File: config.mk
export PLATFORM = sky130hd
export DESIGN_NAME = fpu_add_align
export DESIGN_NICKNAME = d
export VERILOG_FILES = /design/src/rtl/fpu_pkg.sv /design/src/rtl/fpu_unpack.sv /design/src/rtl/fpu_add_align.sv
export SDC_FILE = /design/constraint.sdc
export NUM_CORES = 1
export LEC_CHECK = 0
export ABC_AREA = 1
export ABC_CLOCK_PERIOD_IN_PS = 3600
export BUFFER_PORTS_ARGS = -buffer_cell sky130_fd_sc_hd__clkbuf_2
export CAP_MARGIN = 20
export CELL_PAD_IN_SITES_DETAIL_PLACEMENT = 0
export CELL_PAD_IN_SITES_GLOBAL_PLACEMENT = 2
export CORE_MARGIN = 2
export CORE_UTILIZATION = 29
export CTS_CLUSTER_DIAMETER = 40
export DETAILED_ROUTE_END_ITERATION = 10
export PLACE_DENSITY = 0.75
export SLEW_MARGIN = 0
export SYNTH_ARGS = -nofsm -noshare
export SYNTH_HDL_FRONTEND = slang
export SYNTH_SLANG_ARGS = --single-unit
File: constraint.sdc
create_clock -name clk_i -period 3.6 [get_ports clk_i]
set_input_delay 0.9 -clock clk_i [delete_from_list [all_inputs] [get_ports clk_i]]
set_output_delay 0.9 -clock clk_i [all_outputs]
set_load 0.05 [all_outputs]
File: src/rtl/fpu_pkg.sv
// Shared field widths, exception bit positions, FSM states and the unpacked operand type
// for the FP32 add/align core.
package fpu_pkg;

    localparam int unsigned EXP_W  = 8;
    localparam int unsigned MAN_W  = 25;
    localparam int unsigned FRAC_W = 23;
    localparam int unsigned ADD_W  = 1 + EXP_W + MAN_W;

    localparam int unsigned EXC_NAN  = 0;
    localparam int unsigned EXC_PINF = 1;
    localparam int unsigned EXC_NINF = 2;
    localparam int unsigned EXC_INV  = 3;

    localparam logic [4:0] MAX_REM = 5'd25;

    typedef enum logic [1:0] {
        StIdle,
        StAlign,
        StAdd,
        StDone
    } state_e;

    typedef struct packed {
        logic             sign;
        logic [EXP_W-1:0] exponent;
        logic [MAN_W-1:0] mant;
        logic             is_zero;
        logic             is_inf;
        logic             is_qnan;
        logic             is_snan;
    } fp_unpacked_t;

    // Anything beyond 25 positions already shifts the whole mantissa out.
    function automatic logic [4:0] clamp_rem(input logic [EXP_W-1:0] diff);
        if (diff > {3'b000, MAX_REM}) begin
            return MAX_REM;
        end
        return diff[4:0];
    endfunction

endpackage

File: src/rtl/fpu_unpack.sv
// Combinational FP32 field extraction and classification; denormals are flushed to zero
// so the mantissa carries the hidden bit at position 23 for every non-zero operand.
module fpu_unpack
    import fpu_pkg::*;
(
    input  logic [31:0]      operand,
    output logic             sign,
    output logic [EXP_W-1:0] exponent,
    output logic [MAN_W-1:0] mant,
    output logic             is_zero,
    output logic             is_inf,
    output logic             is_qnan,
    output logic             is_snan
);

    logic [FRAC_W-1:0] frac;
    logic              exp_max;
    logic              frac_zero;

    always_comb begin
        sign      = operand[31];
        exponent  = operand[30:23];
        frac      = operand[22:0];
        exp_max   = (exponent == 8'hFF);
        frac_zero = (frac == '0);
        is_zero   = (exponent == 8'h00);
        is_inf    = exp_max && frac_zero;
        is_qnan   = exp_max && !frac_zero && frac[FRAC_W-1];
        is_snan   = exp_max && !frac_zero && !frac[FRAC_W-1];
        mant      = is_zero ? '0 : {2'b01, frac};
    end

endmodule

File: src/rtl/fpu_add_align.sv
// FP32 add/sub front end: classify, swap by magnitude, align the smaller mantissa, add.
// Define FPU_ALIGN_BARREL_EN for a single-cycle barrel alignment instead of SHIFT_STEP steps.
module fpu_add_align
    import fpu_pkg::*;
#(
    parameter int unsigned SHIFT_STEP = 8
) (
    input  logic              clk_i,
    input  logic              rst_i,
    input  logic              in_valid_i,
    output logic              in_ready_o,
    input  logic [31:0]       a_i,
    input  logic [31:0]       b_i,
    input  logic              op_i,
    output logic              out_valid_o,
    input  logic              out_ready_i,
    output logic [ADD_W-1:0]  add_o,
    output logic [3:0]        exception_o
);

    fp_unpacked_t ua;
    fp_unpacked_t ub;

    fpu_unpack u_unpack_a (
        .operand  (a_i),
        .sign     (ua.sign),
        .exponent (ua.exponent),
        .mant     (ua.mant),
        .is_zero  (ua.is_zero),
        .is_inf   (ua.is_inf),
        .is_qnan  (ua.is_qnan),
        .is_snan  (ua.is_snan)
    );

    fpu_unpack u_unpack_b (
        .operand  (b_i),
        .sign     (ub.sign),
        .exponent (ub.exponent),
        .mant     (ub.mant),
        .is_zero  (ub.is_zero),
        .is_inf   (ub.is_inf),
        .is_qnan  (ub.is_qnan),
        .is_snan  (ub.is_snan)
    );

    state_e           state_q;
    logic             in_ready_q;
    logic             out_valid_q;
    logic [ADD_W-1:0] add_q;
    logic [3:0]       exc_q;
    logic             sign_l_q;
    logic             sign_s_q;
    logic [EXP_W-1:0] exp_l_q;
    logic [MAN_W-1:0] mant_l_q;
    logic [MAN_W-1:0] mant_s_q;
    logic [4:0]       rem_q;

    logic             sign_b_eff;
    logic             a_ge_b;
    logic [EXP_W-1:0] exp_diff;
    logic             special;
    logic [3:0]       exc_special;
    logic [MAN_W-1:0] add_res;

    // Operand classification and L/S selection at the accept boundary.
    always_comb begin
        sign_b_eff = ub.sign ^ op_i;
        a_ge_b     = ub.is_zero ||
                     (!ua.is_zero && ({ua.exponent, ua.mant} >= {ub.exponent, ub.mant}));
        exp_diff   = a_ge_b ? (ua.exponent - ub.exponent) : (ub.exponent - ua.exponent);

        special     = 1'b0;
        exc_special = '0;
        if (ua.is_qnan || ua.is_snan || ub.is_qnan || ub.is_snan) begin
            special              = 1'b1;
            exc_special[EXC_NAN] = 1'b1;
            exc_special[EXC_INV] = ua.is_snan || ub.is_snan;
        end else if (ua.is_inf || ub.is_inf) begin
            special = 1'b1;
            if (ua.is_inf && ub.is_inf && (ua.sign != sign_b_eff)) begin
                exc_special[EXC_NAN] = 1'b1;
                exc_special[EXC_INV] = 1'b1;
            end else if (ua.is_inf ? ua.sign : sign_b_eff) begin
                exc_special[EXC_NINF] = 1'b1;
            end else begin
                exc_special[EXC_PINF] = 1'b1;
            end
        end
    end

    // L >= S in magnitude, so the difference never goes negative.
    always_comb begin
        if (sign_l_q == sign_s_q) begin
            add_res = mant_l_q + mant_s_q;
        end else begin
            add_res = mant_l_q - mant_s_q;
        end
    end

`ifndef FPU_ALIGN_BARREL_EN
    localparam logic [4:0] STEP = 5'(SHIFT_STEP);
`endif

    always_ff @(posedge clk_i) begin
        if (rst_i) begin
            state_q     <= StIdle;
            in_ready_q  <= 1'b1;
            out_valid_q <= 1'b0;
            add_q       <= '0;
            exc_q       <= '0;
            sign_l_q    <= 1'b0;
            sign_s_q    <= 1'b0;
            exp_l_q     <= '0;
            mant_l_q    <= '0;
            mant_s_q    <= '0;
            rem_q       <= '0;
        end else begin
            unique case (state_q)
                StIdle: begin
                    if (in_valid_i && in_ready_q) begin
                        in_ready_q <= 1'b0;
                        sign_l_q   <= a_ge_b ? ua.sign : sign_b_eff;
                        sign_s_q   <= a_ge_b ? sign_b_eff : ua.sign;
                        exp_l_q    <= a_ge_b ? ua.exponent : ub.exponent;
                        mant_l_q   <= a_ge_b ? ua.mant : ub.mant;
                        mant_s_q   <= a_ge_b ? ub.mant : ua.mant;
                        rem_q      <= clamp_rem(exp_diff);
                        if (special) begin
                            exc_q       <= exc_special;
                            add_q       <= '0;
                            out_valid_q <= 1'b1;
                            state_q     <= StDone;
                        end else begin
                            exc_q   <= '0;
                            state_q <= StAlign;
                        end
                    end
                end
                StAlign: begin
`ifdef FPU_ALIGN_BARREL_EN
                    mant_s_q <= mant_s_q >> rem_q;
                    rem_q    <= '0;
                    state_q  <= StAdd;
`else
                    if (rem_q > STEP) begin
                        mant_s_q <= mant_s_q >> SHIFT_STEP;
                        rem_q    <= rem_q - STEP;
                    end else begin
                        mant_s_q <= mant_s_q >> rem_q;
                        rem_q    <= '0;
                        state_q  <= StAdd;
                    end
`endif
                end
                StAdd: begin
                    // Exact zero leaves as +0 with exponent 0 so post-norm passes it through.
                    if (add_res == '0) begin
                        add_q <= '0;
                    end else begin
                        add_q <= {sign_l_q, exp_l_q, add_res};
                    end
                    out_valid_q <= 1'b1;
                    state_q     <= StDone;
                end
                StDone: begin
                    if (out_ready_i) begin
                        out_valid_q <= 1'b0;
                        in_ready_q  <= 1'b1;
                        state_q     <= StIdle;
                    end
                end
                default: begin
                    state_q <= StIdle;
                end
            endcase
        end
    end

    assign in_ready_o  = in_ready_q;
    assign out_valid_o = out_valid_q;
    assign add_o       = add_q;
    assign exception_o = exc_q;

endmodule
* Yosys cells after proc, flatten, opt, wreduce, memory -nomap -nowiden *
Index checks and enable logic that the tools add are counted.

storage, ports and cells
  logic and storage cells = 120
  input bits = 69
  flip-flop bits (word level) = 107

cells by class
  eq/ne operators = 11
  add/subtract/negate cells = 5
  shift-type cells = 1
  reductions and logical operators = 39
  magnitude comparators = 3
  bitwise logic cells = 1
  muxes and demuxes = 49

operators by type and width
  operator                                             number
  2-to-1 mux 25 bit                                    5
  2-to-1 mux 34 bit                                    3
  case mux 34 bit (2 select lines)                     1
  case mux 25 bit (2 select lines)                     1
  2-to-1 mux 24 bit                                    2
  logical NOT 23 bit                                   2
  >= comparator 33 bit                                 1
  adder 25 bit                                         1
  logical NOT 25 bit                                   1
  right shift 25 x 5 -> 25 bit                         1
  subtractor 25 bit                                    1
  2-to-1 mux 5 bit                                     4
  2-to-1 mux 1 bit                                     19
  == test 8 bit (second input constant)                2
  logical NOT 8 bit                                    2
  2-to-1 mux 8 bit                                     2
  subtractor 8 bit                                     2
  logical AND 1 bit                                    12
  2-to-1 mux 2 bit                                     6
  case mux 5 bit (2 select lines)                      1
  AND reduction 3 bit                                  3
  > comparator 8 x 5 -> 1 bit (second input constant)  1
  2-to-1 mux 4 bit                                     2
  != test 2 bit (second input constant)                4
  17 further kinds                                     30

* Logic depth before layout (Yosys ltp) *
Gate-level depths: netlist of run 1.

  depth after elaboration = 14
  mapped depth = 28

* Cells and area by module *
A second synthesis of run 1 with hierarchy kept.

second synthesis, totals
  cells, all modules = 1698
  area total of the unflattened synthesis = 10354.9 um^2

by module, submodules not included
  module         area an instance (um^2)  cells an instance  instances  seq. area each (um^2)
  fpu_add_align  9479.1                   1508               1          2142.1
  fpu_unpack     437.9                    95                 2          0.0

* Worst setup path before layout of run 1 *
No wires, ideal clock.

  path kind = input -> register
  start = in b_i[24]
  end = reg mant_l_q[11]
  data required time = 3468 ps
  buffers on the path = 4
  setup time = 132 ps
  slack = 110 ps
  data arrival time = 3358 ps
  stages on the path = 23
  path through = inv_1 -> nand4_1 -> nor2_1 -> inv_1 -> buf_2 -> buf_2 -> nand2_1 -> ha_1 -> nand2_1 -> nor2_1 -> nand2_1 -> nor2_1 -> nand3_1 -> nand2_1 -> nor2_2 -> nand2_2 -> nand2_4 -> nand2_8 -> inv_4 -> buf_8 -> buf_4 -> o211ai_1 -> a21oi_1

between the ends
  longest elaborated chain between the ends = 6

ends and longest elaborated chain
  item                    line                  text
  start: declaration      fpu_add_align.sv:13   input logic [31:0] b_i,
  logical NOT 8 bit       fpu_unpack.sv:26      is_zero = (exponent == 8'h00);
  2-to-1 mux 24 bit       fpu_unpack.sv:30      mant = is_zero ? '0 : {2'b01, frac};
  >= comparator 33 bit    fpu_add_align.sv:69   (!ua.is_zero && ({ua.exponent, ua.mant} >= {ub.exponent, ub.mant}));
  logical AND 1 bit       fpu_add_align.sv:69
  logical OR 1 bit        fpu_add_align.sv:68   a_ge_b = ub.is_zero ||
  2-to-1 mux 25 bit *     fpu_add_align.sv:125  mant_l_q <= a_ge_b ? ua.mant : ub.mant;
  end signal: assignment  fpu_add_align.sv:125
  end: declaration        fpu_add_align.sv:54   logic [MAN_W-1:0] mant_l_q;

Every way passes the cells marked *; elsewhere a longest branch is shown, timed or not.
A chain may end at the register's enable or synchronous reset.

* Final worst setup path of run 1 *
  start = reg mant_s_q[0]
  end = reg add_q[31], in the netlist add_o[31]

between the ends
  longest elaborated chain between the ends = 5

ends and longest elaborated chain
  item                                               line                                      text
  start: declaration                                 fpu_add_align.sv:55                       logic [MAN_W-1:0] mant_s_q;
  start signal: assignment                           fpu_add_align.sv:126                      mant_s_q <= a_ge_b ? ub.mant : ua.mant;
  start signal: assignment                           fpu_add_align.sv:146                      mant_s_q <= mant_s_q >> SHIFT_STEP;
  start signal: assignment                           fpu_add_align.sv:149                      mant_s_q <= mant_s_q >> rem_q;
  subtractor 25 bit or adder 25 bit (tied branches)  fpu_add_align.sv:96, fpu_add_align.sv:94
  2-to-1 mux 25 bit *                                fpu_add_align.sv:93                       if (sign_l_q == sign_s_q) begin
  logical NOT 25 bit *                               fpu_add_align.sv:157                      if (add_res == '0) begin
  2-to-1 mux 34 bit *                                fpu_add_align.sv:157
  case mux 34 bit (2 select lines) *                 fpu_add_align.sv:118                      unique case (state_q)
  end signal: assignment                             fpu_add_align.sv:160                      add_q <= {sign_l_q, exp_l_q, add_res};
  end: declaration                                   fpu_add_align.sv:49                       logic [ADD_W-1:0] add_q;

Marks and branches as above.

==> run_results.csv, run 1 <==
group,metric,value,unit
status,outcome,"finished with violations",
status,violations,"setup timing",
logic_synthesis,syn-cell-area,10200,sq um
logic_synthesis,syn_area_per_cell,6.14,sq um
timing,layout_setup_ws,-0.148,ns
setup_path,cp.arrival,3.96,ns
floorplanning,fp.dieH,192,um
floorplanning,start_util,29.5,%
cts,cts_sinks,106,
detailed_routing,wl_met2,18200,um
logic_synthesis,synth-edff-count,0,
detailed_routing,dr.pass1.iters,6,
setup_path,critPathRequiredTime,3.81,ns
setup_path,crit_fanout,5,
pwr,p_leak,6.59,nW
floorplanning,die_area,36800,sq um
pwr,power,10.5,mW
setup_path,critPathKind,"register to register",
grt,first_global_vias,11100,
final_layout,drive_gt1_share,27.2,%
grt,antenna_found_initial,0,
detailed_routing,drc,0,
worst_hold_path,hp-class,"register to register",
detailed_routing,routedWlPerCell,16.1,um
grt,grt_overflow,0,
timing,slew_viol_final,0,
placed_design,place_congestion,0.919,
detailed_routing,vias_per_cell,4.86,
timing,tightest_slew,0.870,ns
setup_path,endpoint_kind,"register",
cts,clock_path_buffers,2,
timing,fmax,267,MHz
cts,clkTransAtPathRegs,0.08,ns
pwr,vdd_drop_max,0.000329,V
timing,final_hold_viol_count,0,
timing,min_period_over_period,104,%
timing,setup-violations-final,11,
floorplanning,io_pins,109,
floorplanning,die_w,192,um
logic_synthesis,synth_cell_types,56,
final_layout,antennaDiodeCount,0,
logic_synthesis,ys_seq_area_share,20.7,%
detailed_routing,dr.max_layer_used,"met4",
cts,cts_root_buffer,"clkbuf_16",
detailed_routing,initialDrtViolationCount,791,
pwr,cellPowerDensity,776,nW/um^2
detailed_routing,route.met3.wl,1730,um
cts,cts_hold_buf,0,
grt,grt_max_degree,78,
timing,relSlewSlack,41.9,%
logic_synthesis,ys_ff_latch,106,
flow_run,drv_cap,0,
final_layout,fin_nets,2096,
logic_synthesis,synthCells,1666,
detailed_routing,vias,11700,
floorplanning,rows,68,
cts,cts_tree,"built",
logic_synthesis,synthArstFlopShare,0,%
logic_synthesis,synthFlopType,"dfxtp_1",
setup_path,start_kind,"register",
final_layout,area_growth,32.0,%
timing,holdWs,0.467,ns
cts,cts-htree-levels,3,
placed_design,io_buffer_count,108,
logic_synthesis,yosys_warnings,0,
detailed_routing,ant_nets,0,
grt,grt_pass1_wl,60900,um
detailed_routing,wl_met1,18400,um
placed_design,dp_hpwl,32400,um
grt,grt_usage,21.2,%
cts,cts_buffers,9,
logic_synthesis,synth_nets,1809,
timing,tns,-1.06,ns
detailed_routing,drt-total-wl,39000,um
timing,finalClockSkew,0.00988,ns
timing,rsz0062_at_grt,"yes",
floorplanning,core,34600,sq um
cts,clk_latency,0.36,ns
timing,fin_crit,3.75,ns
==> worst max-delay path, cell delays in order (launching register included) <==
cell,delay [ns]
dfxtp_4,0.38
inv_4,0.06
ha_4,0.13
nand3_2,0.06
nor2_1,0.08
nand2_1,0.08
nor3_2,0.13
inv_1,0.07
nor3_2,0.16
nand4_1,0.22
o31ai_2,0.27
xor2_1,0.10
ha_1,0.40
nand2_2,0.13
nor2_4,0.13
buf_4,0.12
nand2_2,0.05
nor2_2,0.09
nand2_1,0.07
nand4_1,0.11
nand2_1,0.08
nor2_2,0.12
nand2_2,0.07
nor2_4,0.17
nand3_4,0.13
nand4_1,0.11
a21oi_1,0.07
==> worst paths after layout <==
path	start	endpoint	slack [ns]	cells after the start
setup / recovery	mant_s_q[0]	add_o[31]	-0.15	26
hold / removal	add_o[3]	add_o[3]	0.47	2
setup reg to reg	mant_s_q[0]	add_o[31]	-0.15	26
hold reg to reg	add_o[3]	add_o[3]	0.47	2
==> layout make-up <==
| class | instances | area (sq um) |
|---|---|---|
| multi-input cells | 1281 | 7270 |
| clock inverters | 6 | 58.8 |
| repair buffers | 356 | 2480 |
| clock buffers | 10 | 239 |
| fillers | 3817 | 21100 |
| well taps | 455 | 569 |
| inverters | 199 | 752 |
| flip-flops and latches | 106 | 2130 |
==> placed cells by master (no fill, tap or decap), types with 62 or more instances in the layout <==
master,count
buf_4,239
ha_1,68
clkbuf_2,108
nand2_1,446
o21ai_0,104
nor2_1,110
inv_1,183
dfxtp_1,103
a21oi_1,155
nand3_1,62
==> synthesized netlist by cell type, types with 7 or more instances <==
master,count,area share [%]
clkbuf_1,42,1.5
nand3b_1,7,0.51
ha_1,71,8.7
buf_4,9,0.66
dfxtp_1,106,21
mux2i_1,7,0.69
buf_2,16,0.78
nor2_1,134,4.9
inv_2,12,0.44
buf_6,7,0.77
o22ai_1,7,0.43
o21ai_1,14,0.69
nand2_1,467,17
xor2_1,31,2.7
inv_1,186,6.8
o211ai_1,30,2.2
nand3_1,65,3.2
nand2_2,20,1.2
xnor2_1,12,1.0
nand4_1,47,2.9
a21oi_1,173,8.5
o21ai_2,15,1.3
o21ai_0,111,5.4
==> cells by family (layout without fill, tap and decap cells) <==
| logic type | Yosys count | in the layout | synth area share, % |
|---|---|---|---|
| adder cells (fa/ha/maj) | 74 | 74 | 9.27 |
| buffers and inverters | 280 | 571 | 11.8 |
| AO/OA/AOI/OAI | 383 | 383 | 21.3 |
| XOR/XNOR | 43 | 43 | 3.68 |
| flip-flops | 106 | 106 | 20.7 |
| multiplexers | 7 | 7 | 0.685 |
| AND/OR/NAND/NOR | 773 | 774 | 32.6 |
==> metal layers <==
layer  vias to the layer above  global-route usage (%)
met5                         -                       0
met4                         0                    4.91
met3                        34                    2.17
met2                       266                    35.8
met1                      5369                    29.1
li1                       6059                       -
==> metrics by stage <==
step                std cells  instance area [sq um]  setup slack (ns)  utilization [%]
floorplan                1666                  10200             0.110                -
global placement         2386                  12700            -0.274             36.8
detailed placement       2386                  12700            -0.317             36.8
CTS                      2408                  13200            -0.135             38.0
global route             2413                  13500            -0.483             39.0
finish                   2413                  13500            -0.148             39.0
==> flip-flops by register name, indices dropped and copies added (netlist names) <==
| register | flops |
|---|---|
| add_o | 34 |
| sign_s_q | 1 |
| in_ready_o | 1 |
| state_q | 2 |
| exception_o | 4 |
| exp_l_q | 8 |
| out_valid_o | 1 |
| mant_s_q | 25 |
| rem_q | 5 |
| sign_l_q | 1 |
| mant_l_q | 24 |
==> where the power goes <==
part           switching (mW)  total (mW)  internal [mW]
sequential              0.332        1.78           1.45
combinational            4.47        7.68           3.20
clock                   0.519        1.02          0.506
==> timing repair <==
action,CTS,global route
pin swaps,10,45
hold endpoints to repair,0,0
setup endpoints to repair,10,52
cloned,1,0
buffers inserted,5,5
resized for setup,30,88
(Power assumes the default switching activity.)
==> run 2: changes to the inputs <==
Settings changed: PLACE_DENSITY 0.75 to 0.82, SKIP_CTS_REPAIR_TIMING from default to 1.
==> run 2 against run 1 <==
The flow still finishes with violations (setup timing). Sequential power is essentially flat. Sequential share of layout area increased by 0.37 points. Critical path depth unchanged. Total power down 5.6%. Hold slack got worse by 0.0036 ns. Non-clock buffer count decreased by 29. Die area unchanged. Critical endpoint is now add_o[25]. Largest power group unchanged. Highest routed layer unchanged.
==> run_results.csv, run 2 (same netlist as run 1, synthesis figures left out) <==
group,metric,value,unit
floorplanning,fp.dieH,192,um
pwr,power_frac_seq,18.1,%
setup_path,endpoint_kind,"register",
floorplanning,core,34600,sq um
grt,first_global_vias,11000,
setup_path,critPathRequiredTime,3.83,ns
grt,grt_overflow,0,
final_layout,final_area,13200,sq um
timing,rsz0062_at_grt,"yes",
final_layout,drive_gt1_share,24.7,%
pwr,sw_frac_of_total,50.9,%
floorplanning,io_pins,109,
floorplanning,die_w,192,um
floorplanning,rows,68,
cts,cts-htree-levels,3,
cts,cts_tree,"built",
timing,slew_viol_final,0,
setup_path,crit_top_cell,"nand4_1",
pwr,intPower,4.86,mW
status,outcome,"finished with violations",
pwr,pwr-share-clk,10.7,%
setup_path,crit_buf_inv,4,
cts,cts_root_buffer,"clkbuf_16",
grt,grt_max_degree,51,
final_layout,area_growth,28.6,%
detailed_routing,initialDrtViolationCount,852,
cts,clk_latency,0.38,ns
timing,setup-violations-final,9,
timing,holdWs,0.464,ns
timing,layout_setup_ws,-0.109,ns
final_layout,final_cell_mix,"nand2_1, buf_4, inv_1",
placed_design,dp_hpwl,32200,um
timing,relSlewSlack,43.1,%
timing,finalClockSkew,0.0163,ns
grt,antenna_found_initial,1,
detailed_routing,drc,0,
timing,fin_crit,3.71,ns
timing,tightest_slew,0.852,ns
pwr,cellPowerDensity,752,nW/um^2
final_layout,layout_commonest_cell,"nand2_1",
worst_hold_path,hp-class,"register to register",
cts,cts_buffers,9,
detailed_routing,routedWlPerCell,16.3,um
pwr,power,9.90,mW
setup_path,crit_fanout,4,
detailed_routing,ant_nets,0,
pwr,p_leak,6.44,nW
floorplanning,start_util,29.5,%
final_layout,largest_reg_flops,34,
grt,grt_pass1_wl,59700,um
pwr,vdd_drop_max,0.000331,V
detailed_routing,vias_per_cell,4.91,
setup_path,slowest_delay,0.39,ns
final_layout,fin_nets,2067,
timing,fmax,270,MHz
detailed_routing,dr.pass1.iters,6,
placed_design,io_buffer_count,108,
floorplanning,die_area,36800,sq um
detailed_routing,vias,11700,
pwr,p_switching,5.04,mW
pwr,pwr-share-comb,71.2,%
setup_path,cp.arrival,3.94,ns
cts,cts_sinks,106,
setup_path,slowest_stage,"ha_1",
cts,clkTransAtPathRegs,0.08,ns
flow_run,drv_cap,0,
placed_design,place_congestion,0.931,
cts,clock_path_buffers,2,
grt,grt_usage,21.0,%
setup_path,critPathKind,"register to register",
detailed_routing,drt-total-wl,39000,um
placed_design,placed_area,12500,sq um
setup_path,start_kind,"register",
timing,min_period_over_period,103,%
timing,final_hold_viol_count,0,
setup_path,path_delay_family,"simple AND/OR/NAND/NOR gates",
status,violations,"setup timing",
[run 2: cell count changes in the layout (fill, tap and decap cells not counted), moves of 3 or more]
cell,previous run,this run
buf_4,239,209
nand2_1,446,456
nand2_2,37,29
a21oi_1,155,162
nor2_1,110,117
a21oi_2,18,12
nor2_4,10,5
inv_2,14,17
[run 2: area by class of cell]
cell class / instances / area [sq um]
well taps: 455 / 569
clock inverters: 6 / 67.6
clock buffers: 10 / 239
repair buffers: 327 / 2270
flip-flops and latches: 106 / 2120
inverters: 199 / 749
diodes: 1 / 2.50
fillers: 3818 / 21500
multi-input cells: 1281 / 7130
[run 2: power groups by stage]
stage / combinational (mW) / sequential [mW] / clock, mW
2_1_floorplan: 3.91 / 1.73 / 0
3_3_place_gp: 6.46 / 1.80 / 0
3_5_place_dp: 6.45 / 1.80 / 0
4_1_cts: 6.48 / 1.78 / 1.08
5_1_grt: 7.80 / 1.83 / 1.12
6_report: 7.05 / 1.79 / 1.06
[run 2: per-layer routing]
| layer | up-vias | routed length, um | global-route usage [%] |
|---|---|---|---|
| met2 | 308 | 19300 | 38.4 |
| met3 | 44 | 1670 | 2.56 |
| met1 | 5362 | 17300 | 26.2 |
| li1 | 5999 | - | - |
| met5 | - | 0 | 0 |
| met4 | 0 | 703 | 4.64 |
[run 2: worst register-to-register path: stages (launching register included)]
cell	delay, ns
dfxtp_2	0.34
inv_2	0.07
ha_4	0.13
nand3_2	0.08
nor2_1	0.09
nand2_1	0.08
nor3_2	0.14
inv_1	0.08
nor3_2	0.15
nand4_1	0.22
o31ai_2	0.25
xor2_1	0.10
ha_1	0.39
nand2_2	0.12
nor2_4	0.12
inv_2	0.05
nor2_2	0.12
nand4_1	0.13
nand4_1	0.12
nand2_2	0.08
nor2_2	0.11
nand2_2	0.07
nor2_4	0.14
buf_12	0.13
nand3_4	0.10
nand4_1	0.09
a21oi_1	0.07
[run 2: path summary, 6_finish.rpt]
path	start	end	slack, ns	cells after the start
setup / recovery	mant_s_q[1]	add_o[25]	-0.11	26
hold reg to reg	add_o[21]	add_o[21]	0.46	2
hold / removal	add_o[21]	add_o[21]	0.46	2
setup reg to reg	mant_s_q[1]	add_o[25]	-0.11	26
[run 2: metrics by stage]
stage                     setup TNS, ns  worst slack, ns  util [%]  cells
final                            -0.825           -0.109      38.0   2385
after global routing              -4.19           -0.461      38.0   2384
after CTS                         -3.01           -0.334      37.0   2375
after detailed placement          -5.10           -0.322      36.1   2359
after global placement            -3.91           -0.229      36.1   2359
after floorplan                       0            0.110         -   1666
